==> src/rtl/depth_test_writer.sv <==
// depth_test_writer: consumer end of the rasterizer pixel stream.
// Runs a read-compare-write depth test against the depth BRAM and writes
// passing fragments to the framebuffer at one fragment per clock. It also
// performs the per-frame clear of both buffers.
// Optional build macro DEPTH_STATS_EN adds saturating pass/fail fragment counters.
module depth_test_writer #(
    parameter int unsigned WIDTH       = 320,
    parameter int unsigned HEIGHT      = 240,
    parameter logic [31:0] CLEAR_DEPTH = 32'h7FFF_FFFF
) (
    input  logic                              clk,
    input  logic                              rst,
    input  logic [$clog2(WIDTH)-1:0]          in_x,
    input  logic [$clog2(HEIGHT)-1:0]         in_y,
    input  logic [11:0]                       in_color,
    input  logic [31:0]                       in_depth,
    input  logic                              in_valid,
    output logic                              in_ready,
    output logic [$clog2(WIDTH*HEIGHT)-1:0]   zb_rd_addr,
    input  logic [31:0]                       zb_rd_data,
    output logic                              zb_wr_en,
    output logic [$clog2(WIDTH*HEIGHT)-1:0]   zb_wr_addr,
    output logic [31:0]                       zb_wr_data,
    output logic                              fb_wr_en,
    output logic [$clog2(WIDTH*HEIGHT)-1:0]   fb_wr_addr,
    output logic [11:0]                       fb_wr_data,
    input  logic                              clear_start,
    input  logic [11:0]                       clear_color,
    output logic                              busy,
    output logic [31:0]                       pass_count,
    output logic [31:0]                       fail_count
);

    localparam int unsigned ADDR_W = $clog2(WIDTH*HEIGHT);
    localparam int unsigned NPIX   = WIDTH*HEIGHT;
    localparam logic [ADDR_W-1:0] LAST_ADDR = ADDR_W'(NPIX - 1);

    typedef logic [11:0]        color12_t;
    typedef logic signed [31:0] q16_16_t;

    typedef enum logic [1:0] {
        IDLE  = 2'd0,
        DRAIN = 2'd1,
        CLEAR = 2'd2
    } state_t;

    state_t state_q, state_d;

    logic              accept_c;
    logic              in_range_c;
    logic [ADDR_W-1:0] acc_addr_c;

    // Stage C: fragment waiting for its BRAM read data
    logic              c_valid;
    logic              c_kill;
    logic [ADDR_W-1:0] c_addr;
    color12_t          c_color;
    q16_16_t           c_depth;

    // Stage W occupancy (the write record itself lives in the zb_wr_* registers)
    logic              w_valid;

    // Stage W2: one-cycle-delayed copy of the depth write record
    logic              w2_valid;
    logic [ADDR_W-1:0] w2_addr;
    q16_16_t           w2_depth;

    q16_16_t           stored_c;
    logic              pass_c;

    logic [ADDR_W-1:0] clr_cnt;
    color12_t          clr_color;

    // Handshake and read address; the read is issued in the accept cycle
    assign in_ready   = (state_q == IDLE) && !rst;
    assign accept_c   = in_valid && in_ready;
    assign zb_rd_addr = accept_c ? acc_addr_c : '0;
    assign busy       = (state_q != IDLE) || c_valid || w_valid || w2_valid;

    // Linear pixel address and bounds check of the incoming fragment
    always_comb begin
        acc_addr_c = ADDR_W'(32'(in_y) * WIDTH + 32'(in_x));
        in_range_c = (32'(in_x) < WIDTH) && (32'(in_y) < HEIGHT);
    end

    // Depth compare with forwarding of the two writes the BRAM read missed
    always_comb begin
        stored_c = zb_rd_data;
        if (zb_wr_en && (zb_wr_addr == c_addr)) begin
            stored_c = zb_wr_data;
        end else if (w2_valid && (w2_addr == c_addr)) begin
            stored_c = w2_depth;
        end
        pass_c = c_valid && !c_kill && (c_depth < stored_c);
    end

    // State register
    always_ff @(posedge clk) begin
        if (rst) begin
            state_q <= IDLE;
        end else begin
            state_q <= state_d;
        end
    end

    // Next-state logic: drain the pipeline before sweeping the clear
    always_comb begin
        state_d = state_q;
        case (state_q)
            IDLE: begin
                if (clear_start) begin
                    state_d = DRAIN;
                end
            end
            DRAIN: begin
                if (!c_valid && !w_valid && !w2_valid) begin
                    state_d = CLEAR;
                end
            end
            CLEAR: begin
                if (clr_cnt == LAST_ADDR) begin
                    state_d = IDLE;
                end
            end
            default: state_d = IDLE;
        endcase
    end

    // Stage C capture and stage W / W2 occupancy
    always_ff @(posedge clk) begin
        if (rst) begin
            c_valid  <= 1'b0;
            c_kill   <= 1'b0;
            c_addr   <= '0;
            c_color  <= '0;
            c_depth  <= '0;
            w_valid  <= 1'b0;
            w2_valid <= 1'b0;
            w2_addr  <= '0;
            w2_depth <= '0;
        end else begin
            c_valid <= accept_c;
            if (accept_c) begin
                c_kill  <= !in_range_c;
                c_addr  <= acc_addr_c;
                c_color <= in_color;
                c_depth <= in_depth;
            end
            w_valid  <= c_valid;
            w2_valid <= zb_wr_en;
            w2_addr  <= zb_wr_addr;
            w2_depth <= zb_wr_data;
        end
    end

    // Write ports: clear sweep or passing fragment from stage C
    always_ff @(posedge clk) begin
        if (rst) begin
            zb_wr_en   <= 1'b0;
            zb_wr_addr <= '0;
            zb_wr_data <= '0;
            fb_wr_en   <= 1'b0;
            fb_wr_addr <= '0;
            fb_wr_data <= '0;
        end else if (state_q == CLEAR) begin
            zb_wr_en   <= 1'b1;
            zb_wr_addr <= clr_cnt;
            zb_wr_data <= CLEAR_DEPTH;
            fb_wr_en   <= 1'b1;
            fb_wr_addr <= clr_cnt;
            fb_wr_data <= clr_color;
        end else if (pass_c) begin
            zb_wr_en   <= 1'b1;
            zb_wr_addr <= c_addr;
            zb_wr_data <= c_depth;
            fb_wr_en   <= 1'b1;
            fb_wr_addr <= c_addr;
            fb_wr_data <= c_color;
        end else begin
            zb_wr_en   <= 1'b0;
            fb_wr_en   <= 1'b0;
        end
    end

    // Clear address counter and clear colour latched at the request
    always_ff @(posedge clk) begin
        if (rst) begin
            clr_cnt   <= '0;
            clr_color <= '0;
        end else begin
            if (state_q == CLEAR) begin
                clr_cnt <= (clr_cnt == LAST_ADDR) ? '0 : clr_cnt + ADDR_W'(1);
            end else begin
                clr_cnt <= '0;
            end
            if ((state_q == IDLE) && clear_start) begin
                clr_color <= clear_color;
            end
        end
    end

`ifdef DEPTH_STATS_EN
    localparam logic [31:0] CNT_MAX = 32'hFFFF_FFFF;

    logic reject_c;
    logic enter_clear_c;

    assign reject_c      = c_valid && !c_kill && !pass_c;
    assign enter_clear_c = (state_q == DRAIN) && (state_d == CLEAR);

    // Saturating pass/fail counters, restarted for each frame clear
    always_ff @(posedge clk) begin
        if (rst || enter_clear_c) begin
            pass_count <= '0;
            fail_count <= '0;
        end else begin
            if (pass_c && (pass_count != CNT_MAX)) begin
                pass_count <= pass_count + 32'd1;
            end
            if (reject_c && (fail_count != CNT_MAX)) begin
                fail_count <= fail_count + 32'd1;
            end
        end
    end
`else
    assign pass_count = '0;
    assign fail_count = '0;
`endif

endmodule

==> config.mk <==
export PLATFORM = sky130hd
export DESIGN_NAME = depth_test_writer
export DESIGN_NICKNAME = d
export VERILOG_FILES = /design/src/rtl/depth_test_writer.sv
export SDC_FILE = /design/constraint.sdc
export NUM_CORES = 1
export LEC_CHECK = 0
export BUFFER_PORTS_ARGS = -buffer_cell sky130_fd_sc_hd__buf_4
export CAP_MARGIN = 25
export CORE_ASPECT_RATIO = 0.6
export CORE_MARGIN = 4
export CORE_UTILIZATION = 40
export DETAILED_ROUTE_END_ITERATION = 10
export HOLD_SLACK_MARGIN = 0.08
export PLACE_DENSITY = 0.62
export SLEW_MARGIN = 20
export SYNTH_ARGS = -nofsm -noshare
export SYNTH_HDL_FRONTEND = slang
export SYNTH_SLANG_ARGS = --single-unit
==> constraint.sdc <==
create_clock -name clk -period 4.15 [get_ports clk]
set_input_delay 0.2075 -clock clk [delete_from_list [all_inputs] [get_ports clk]]
set_output_delay 0.2075 -clock clk [all_outputs]
set_load 0.02 [all_outputs]
# Yosys cells after proc, flatten, opt, wreduce, memory -nomap -nowiden
# Index checks and enable logic that the tools add are counted.
# W data, S select, Z words.
# op_classes
n_addsub	2
n_mul	1
n_lt_le_gt_ge	3
eq_ne	8
mux	15
bitwise	1
n_reduce_logical	25
# op_table
op	n
$mux W32	2
$mux W31	2
$mux W17	3
$eq A17 B17 Y1	2
$lt A32 B32 Y1	1
$mux W12	2
$add A17 B1 Y17 const B	1
$add A17 B9 Y17	1
$eq A17 B17 Y1 const B	1
$mul A8 B3 Y11 const B	1
$logic_and A1 B1 Y1	10
$lt A9 B9 Y1 const B	1
$lt A8 B8 Y1 const B	1
$logic_not A1 Y1	6
$mux W2	3
$ne A2 B2 Y1 const B	3
$pmux W2 S3	1
$reduce_bool A2 Y1	2
$logic_or A1 B1 Y1	3
$reduce_and A3 Y1	1
$reduce_or A3 Y1	1
$eq A2 B1 Y1 const B	1
$eq A2 B2 Y1 const B	1
$logic_not A2 Y1	1
other kinds (3)	4
# word_totals
reg_bits	207
input_bits	109
out_inout_bits	163
wordCells	72

# Logic depth before layout (Yosys ltp)
# depth
ltp_word	8
depth_mapped	21
mapped_depth_nobuf	17

# Worst setup path after synthesis
# Ideal clock, no wire load.
# synth_timing
path_type	register -> register
from	register c_addr[6]
to	register zb_wr_data[10]
arrival_time_ns	4.378
required_time_ns	4.004
setup_slack_ns	-0.374
stages_incl_launch_ff	20
path_cell_list	dfxtp_1 -> clkbuf_1 -> xor2_1 -> or4_1 -> nor3_1 -> nand4_1 -> buf_1 -> mux2i_1 -> nand2_1 -> o21ai_0 -> ha_1 -> a2111oi_0 -> o21ai_1 -> a221oi_1 -> o31ai_1 -> a221oi_1 -> o2111ai_2 -> clkbuf_1 -> a211oi_1 -> a211oi_2
# synth_between
elab_chain_len	7
word_cells_on_any_way	9
# synth_lines
item	line_no	rtl
from (decl)	56	logic [ADDR_W-1:0] c_addr;
from (signal assigned)	145	c_addr <= acc_addr_c;
$eq A17 B17 Y1	91	end else if (w2_valid && (w2_addr == c_addr)) begin
$logic_and A1 B1 Y1	91	
$mux W32	91	
$mux W32 (*)	89	if (zb_wr_en && (zb_wr_addr == c_addr)) begin
$lt A32 B32 Y1 (*)	94	pass_c = c_valid && !c_kill && (c_depth < stored_c);
$logic_and A1 B1 Y1 (*)	94	
$reduce_bool A2 Y1 (no line) (*)	n/a	
to (signal assigned)	175	zb_wr_data <= c_depth;
to (decl)	23	output logic [31:0] zb_wr_data,
# Mark *: on every way between the ends. The rest lies on a longest branch, timed or not.
# A chain may end at the register's enable or synchronous reset.

# Worst setup path in the final report
# layout_timing
from	register c_addr[7]
to	register zb_wr_data[5]
# Same word-level chain as after synthesis.

==> metrics.txt <==
# TYPE chip_impl_metric gauge
chip_impl_metric{name="initial_utilization",unit=""} 0.4107
chip_impl_metric{name="proportion_of_register_bits_with_asynchronous_set_or_reset_after_synthesis",unit=""} 0
chip_impl_metric{name="dp.final_hpwl",unit="um"} 23810
chip_impl_metric{name="post_route_cells_drive_above_1_share",unit=""} 0.3263
chip_impl_metric{name="synth.yosys.seq_area_share",unit=""} 0.3778
chip_impl_metric{name="postRouteWirelength",unit="um"} 35340
chip_impl_metric{name="io_pins",unit=""} 272
chip_impl_metric{name="first_global_vias",unit=""} 8932
chip_impl_metric{name="ant_nets",unit=""} 0
chip_impl_info{name="startpoint_type",value="flop"} 1
chip_impl_metric{name="floorplan.die.height",unit="um"} 136.3
chip_impl_metric{name="post_synth_num_cell_types",unit=""} 54
chip_impl_metric{name="max-vdd-ir-drop",unit="mV"} 0.1845
chip_impl_metric{name="sw_power",unit="mW"} 1.956
chip_impl_metric{name="drt-wirelength-per-cell",unit="um"} 18.40
chip_impl_metric{name="grt_max_degree",unit=""} 97
chip_impl_metric{name="worstMarginPinSlew",unit="ps"} 1093
chip_impl_metric{name="power.density",unit="nW/um2"} 409.4
chip_impl_metric{name="clk_latency",unit="ps"} 510
chip_impl_info{name="synth_top_cells_by_count",value="sky130_fd_sc_hd__dfxtp_1, sky130_fd_sc_hd__nand2_1, sky130_fd_sc_hd__nor2_1, sky130_fd_sc_hd__buf_4, sky130_fd_sc_hd__a211oi_1"} 1
chip_impl_metric{name="final-instance-count-excl-fill",unit=""} 1921
chip_impl_metric{name="placed_area",unit="um2"} 13010
chip_impl_metric{name="total_internal_power",unit="mW"} 4.298
chip_impl_metric{name="multi_input_area",unit="um2"} 6520
chip_impl_metric{name="ff_latch_area",unit="um2"} 4155
chip_impl_metric{name="wire_length_of_the_first_global_routing_pass",unit="um"} 51860
chip_impl_info{name="grt_setup_unrepaired",value="true"} 1
chip_impl_info{name="timing.setup.critical_path_class",value="flop to flop"} 1
chip_impl_metric{name="grt_remaining_overflow",unit=""} 0
chip_impl_metric{name="cts-buffers-inserted",unit=""} 21
chip_impl_info{name="critical_path.reg2reg.startpoint",value="c_addr[7]"} 1
chip_impl_info{name="tritoncts",value="built"} 1
chip_impl_metric{name="reg2regPathDepth",unit=""} 21
chip_impl_metric{name="setup.reg_to_reg.worst_slack",unit="ps"} -380
chip_impl_metric{name="ys_warn_count",unit=""} 0
chip_impl_metric{name="worst-endpoint-arrival",unit="ps"} 4880
chip_impl_metric{name="h-tree-depth",unit=""} 1
chip_impl_metric{name="timing.final.crit_period",unit="ps"} 4529
chip_impl_metric{name="core_area",unit="um2"} 26710
chip_impl_metric{name="numClockSinks",unit=""} 207
chip_impl_metric{name="post-route-period-util",unit=""} 1.091
chip_impl_metric{name="number_of_enable_type_register_cells_in_the_synthesized_netlist",unit=""} 0
chip_impl_metric{name="drc",unit=""} 0
chip_impl_info{name="cts.root.buffer_cell",value="sky130_fd_sc_hd__clkbuf_16"} 1
chip_impl_metric{name="timing.hold.worst_path_depth",unit=""} 3
chip_impl_info{name="hold_path.startpoint",value="in_x[8]"} 1
chip_impl_metric{name="power.switching_fraction",unit=""} 0.3127
chip_impl_info{name="failing_checks",value="setup timing"} 1
chip_impl_metric{name="finalNetCount",unit=""} 1705
chip_impl_info{name="worst_min_delay_path_class",value="input port to flop"} 1
chip_impl_metric{name="postSynthRegisterBits",unit=""} 207
chip_impl_metric{name="path_clk_slew",unit="ps"} 60
chip_impl_metric{name="port_buffers",unit=""} 207
chip_impl_metric{name="track_usage",unit=""} 0.2127
chip_impl_metric{name="synth_cells",unit=""} 1256
chip_impl_metric{name="dr.first_iter.drc_count",unit=""} 669
chip_impl_metric{name="max_cap_violations",unit=""} 0
chip_impl_metric{name="setup_viol_count_final",unit=""} 62
chip_impl_metric{name="finalPower",unit="mW"} 6.254
chip_impl_metric{name="flow.area_growth_from_synthesis",unit="%"} 39.25
chip_impl_info{name="hold_path_end",value="c_kill"} 1
chip_impl_metric{name="die_x",unit="um"} 221.8
chip_impl_info{name="worst_setup_path_end_kind",value="flop"} 1
chip_impl_info{name="most_frequent_cell_after_synthesis",value="sky130_fd_sc_hd__dfxtp_1"} 1
chip_impl_metric{name="syn-mean-instance-area",unit="um2"} 8.733
chip_impl_info{name="synth.top_cells.by_area",value="sky130_fd_sc_hd__dfxtp_1, sky130_fd_sc_hd__a211oi_2, sky130_fd_sc_hd__nand2_1"} 1
chip_impl_metric{name="drv_slew",unit=""} 0
chip_impl_metric{name="clock_tree.buffer_depth",unit=""} 3
chip_impl_metric{name="gp_congestion",unit=""} 0.8421
chip_impl_metric{name="dp.cells",unit=""} 1797
chip_impl_metric{name="critical_path_required",unit="ps"} 4500
chip_impl_info{name="yosys.area.top_type",value="sky130_fd_sc_hd__dfxtp_1"} 1
chip_impl_metric{name="final_critical_path_setup_slack",unit="ps"} -378.8
chip_impl_metric{name="design_area",unit="um2"} 15270
chip_impl_metric{name="clk_pwr_share",unit=""} 0.338
chip_impl_metric{name="timing.fmax",unit="GHz"} 0.2208
chip_impl_metric{name="crit_path_max_fanout",unit=""} 16
chip_impl_metric{name="rows",unit=""} 46
chip_impl_metric{name="drt-vias-per-instance",unit=""} 5.044
chip_impl_metric{name="timing.max_slew.rel_slack",unit=""} 0.2696
chip_impl_metric{name="vias",unit=""} 9689
chip_impl_metric{name="fin_worst_skew",unit="ps"} 14.13
chip_impl_metric{name="mappedNetlistArea",unit="um2"} 10970
chip_impl_metric{name="number_of_antenna_violations_at_the_first_check_in_global_routing",unit=""} 1
chip_impl_metric{name="fillCellCount",unit=""} 2370
chip_impl_metric{name="yosysTopAreaCellShare",unit=""} 0.3778
chip_impl_metric{name="detailedRoute.firstPassIterationCount",unit=""} 5
chip_impl_metric{name="power.combinational.fraction",unit=""} 0.283
chip_impl_metric{name="hold_viol_final",unit=""} 0
chip_impl_metric{name="fp.dieArea",unit="um2"} 30220
chip_impl_info{name="postSynth.topFlopCell",value="sky130_fd_sc_hd__dfxtp_1"} 1
chip_impl_info{name="crit-reg2reg-capture",value="zb_wr_data[5]"} 1
chip_impl_metric{name="p_seq_frac",unit=""} 0.379
chip_impl_metric{name="power.leakage",unit="nW"} 6.951
chip_impl_info{name="status",value="finished, violations left"} 1
[final cells by class]
cell class | instances | share of cell area
Antenna cell | 1 | 0.0001638
Clock buffer | 31 | 0.04145
Clock inverter | 5 | 0.008191
Inverter | 25 | 0.006144
Multi-Input combinational cell | 919 | 0.4269
Sequential cell | 207 | 0.2720
Tap cell | 360 | 0.02949
Timing Repair Buffer | 373 | 0.2157
[timing repair]
| item | 4_1_cts | 5_1_grt |
|---|---|---|
| setup endpoints to repair | 62 | 62 |
| pin swaps | 5 | 24 |
| resized for setup | 44 | 89 |
| hold buffers | 64 | 0 |
| endpoints found under the hold margin | 63 | 0 |
| setup buffers | 5 | 9 |
| cloned | 2 | 7 |
[cell families (layout without fill, tap and decap cells)]
| family | Yosys count | in the layout | share of synthesized area |
|---|---|---|---|
| compound gates | 264 | 264 | 0.1917 |
| flops | 207 | 207 | 0.3778 |
| fa+ha+maj | 49 | 49 | 0.05726 |
| other cells | 1 | 65 | 0.0003419 |
| xor+xnor | 60 | 60 | 0.04791 |
| buf+inv | 194 | 434 | 0.1001 |
| simple gates | 450 | 451 | 0.1965 |
| mux | 31 | 31 | 0.02829 |
[metal layers]
metal | up-vias | global-route usage | routed length [um]
li1 | 4773 | - | -
met1 | 4613 | 0.3290 | 17730
met2 | 270 | 0.3104 | 14870
met3 | 33 | 0.04143 | 2275
met4 | 0 | 0.03339 | 465
met5 | - | 0 | 0
[power groups by stage]
stage	Sequential [mW]	Clock, mW	Combinational, mW
6_report	2.37	2.11	1.77
5_1_grt	2.39	2.21	1.91
4_1_cts	2.36	2.14	1.68
3_5_place_dp	2.40	0	1.59
3_3_place_gp	2.39	0	1.57
2_1_floorplan	2.47	0	0.933
[how the worst max path moves through the flow]
| stage | startpoint | to | slack, ps | cells past startpoint |
|---|---|---|---|---|
| after global placement | c_addr[12] | zb_wr_data[19] | -630 | 18 |
| after detailed placement | c_addr[12] | zb_wr_data[22] | -650 | 18 |
| after CTS | c_addr[2] | fb_wr_data[11] | -450 | 20 |
| after global routing | c_addr[6] | zb_wr_data[1] | -490 | 21 |
| final | c_addr[7] | zb_wr_data[5] | -380 | 21 |
| after floorplan | c_addr[16] | zb_wr_data[10] | -5 | 20 |
[worst max-delay path: stages (launching register included)]
cell                        delay (ps)
sky130_fd_sc_hd__dfxtp_2           340
sky130_fd_sc_hd__xor2_1            170
sky130_fd_sc_hd__or4_4             550
sky130_fd_sc_hd__nor3_2            160
sky130_fd_sc_hd__nand4_1           120
sky130_fd_sc_hd__buf_6             150
sky130_fd_sc_hd__buf_6             130
sky130_fd_sc_hd__buf_4             170
sky130_fd_sc_hd__mux2i_1           140
sky130_fd_sc_hd__nand2_1            70
sky130_fd_sc_hd__o21ai_0           100
sky130_fd_sc_hd__ha_1              340
sky130_fd_sc_hd__nand4_1           150
sky130_fd_sc_hd__buf_4             170
sky130_fd_sc_hd__nor3_4            230
sky130_fd_sc_hd__o21ai_2           100
sky130_fd_sc_hd__nand4b_1          180
sky130_fd_sc_hd__a311o_2           440
sky130_fd_sc_hd__buf_4             170
sky130_fd_sc_hd__clkbuf_16         200
sky130_fd_sc_hd__a211oi_2          220
sky130_fd_sc_hd__a211oi_2           70
[through the flow]
stage | hold slack (ps) | setup TNS (ps) | util | setup WS [ps]
after floorplan | 306.5 | -244.8 | - | -5.469
after global placement | 393.3 | -36500 | 0.4869 | -634.1
after detailed placement | 395.6 | -37330 | 0.4870 | -649.0
after CTS | 93.85 | -25540 | 0.5508 | -447.1
after global routing | 101.0 | -28340 | 0.5720 | -493.3
final | 111.6 | -20120 | 0.5720 | -378.8
[registers in the layout (all words and copies together) (netlist names), 17 cells and up]
register	cells
zb_wr_data	32
c_depth	32
w2_depth	32
clr_cnt	17
fb_wr_addr	17
w2_addr	17
c_addr	17
[cells in the final DEF (no fill, tap or decap), types with 7 or more instances in the layout]
cell type                         n
sky130_fd_sc_hd__mux2i_1         30
sky130_fd_sc_hd__a211oi_2       118
sky130_fd_sc_hd__o21ai_1          9
sky130_fd_sc_hd__xnor2_1         18
sky130_fd_sc_hd__nand2_1        173
sky130_fd_sc_hd__nand3b_1        44
sky130_fd_sc_hd__o21bai_1        29
sky130_fd_sc_hd__o21ai_0         32
sky130_fd_sc_hd__ha_1            43
sky130_fd_sc_hd__dlygate4sd3_1   64
sky130_fd_sc_hd__nor2_1         106
sky130_fd_sc_hd__a21oi_1         34
sky130_fd_sc_hd__buf_4          276
sky130_fd_sc_hd__conb_1          64
sky130_fd_sc_hd__clkbuf_8         7
sky130_fd_sc_hd__nor3_1           7
sky130_fd_sc_hd__buf_6           13
sky130_fd_sc_hd__buf_12          12
sky130_fd_sc_hd__xor2_1          38
sky130_fd_sc_hd__nand3_1         18
sky130_fd_sc_hd__clkbuf_16       26
sky130_fd_sc_hd__a211oi_1         7
sky130_fd_sc_hd__dfxtp_1        200
sky130_fd_sc_hd__nor2b_1         56
sky130_fd_sc_hd__inv_1           24
sky130_fd_sc_hd__nand4_1          9
No activity file was read; power rests on OpenSTA's default activity.
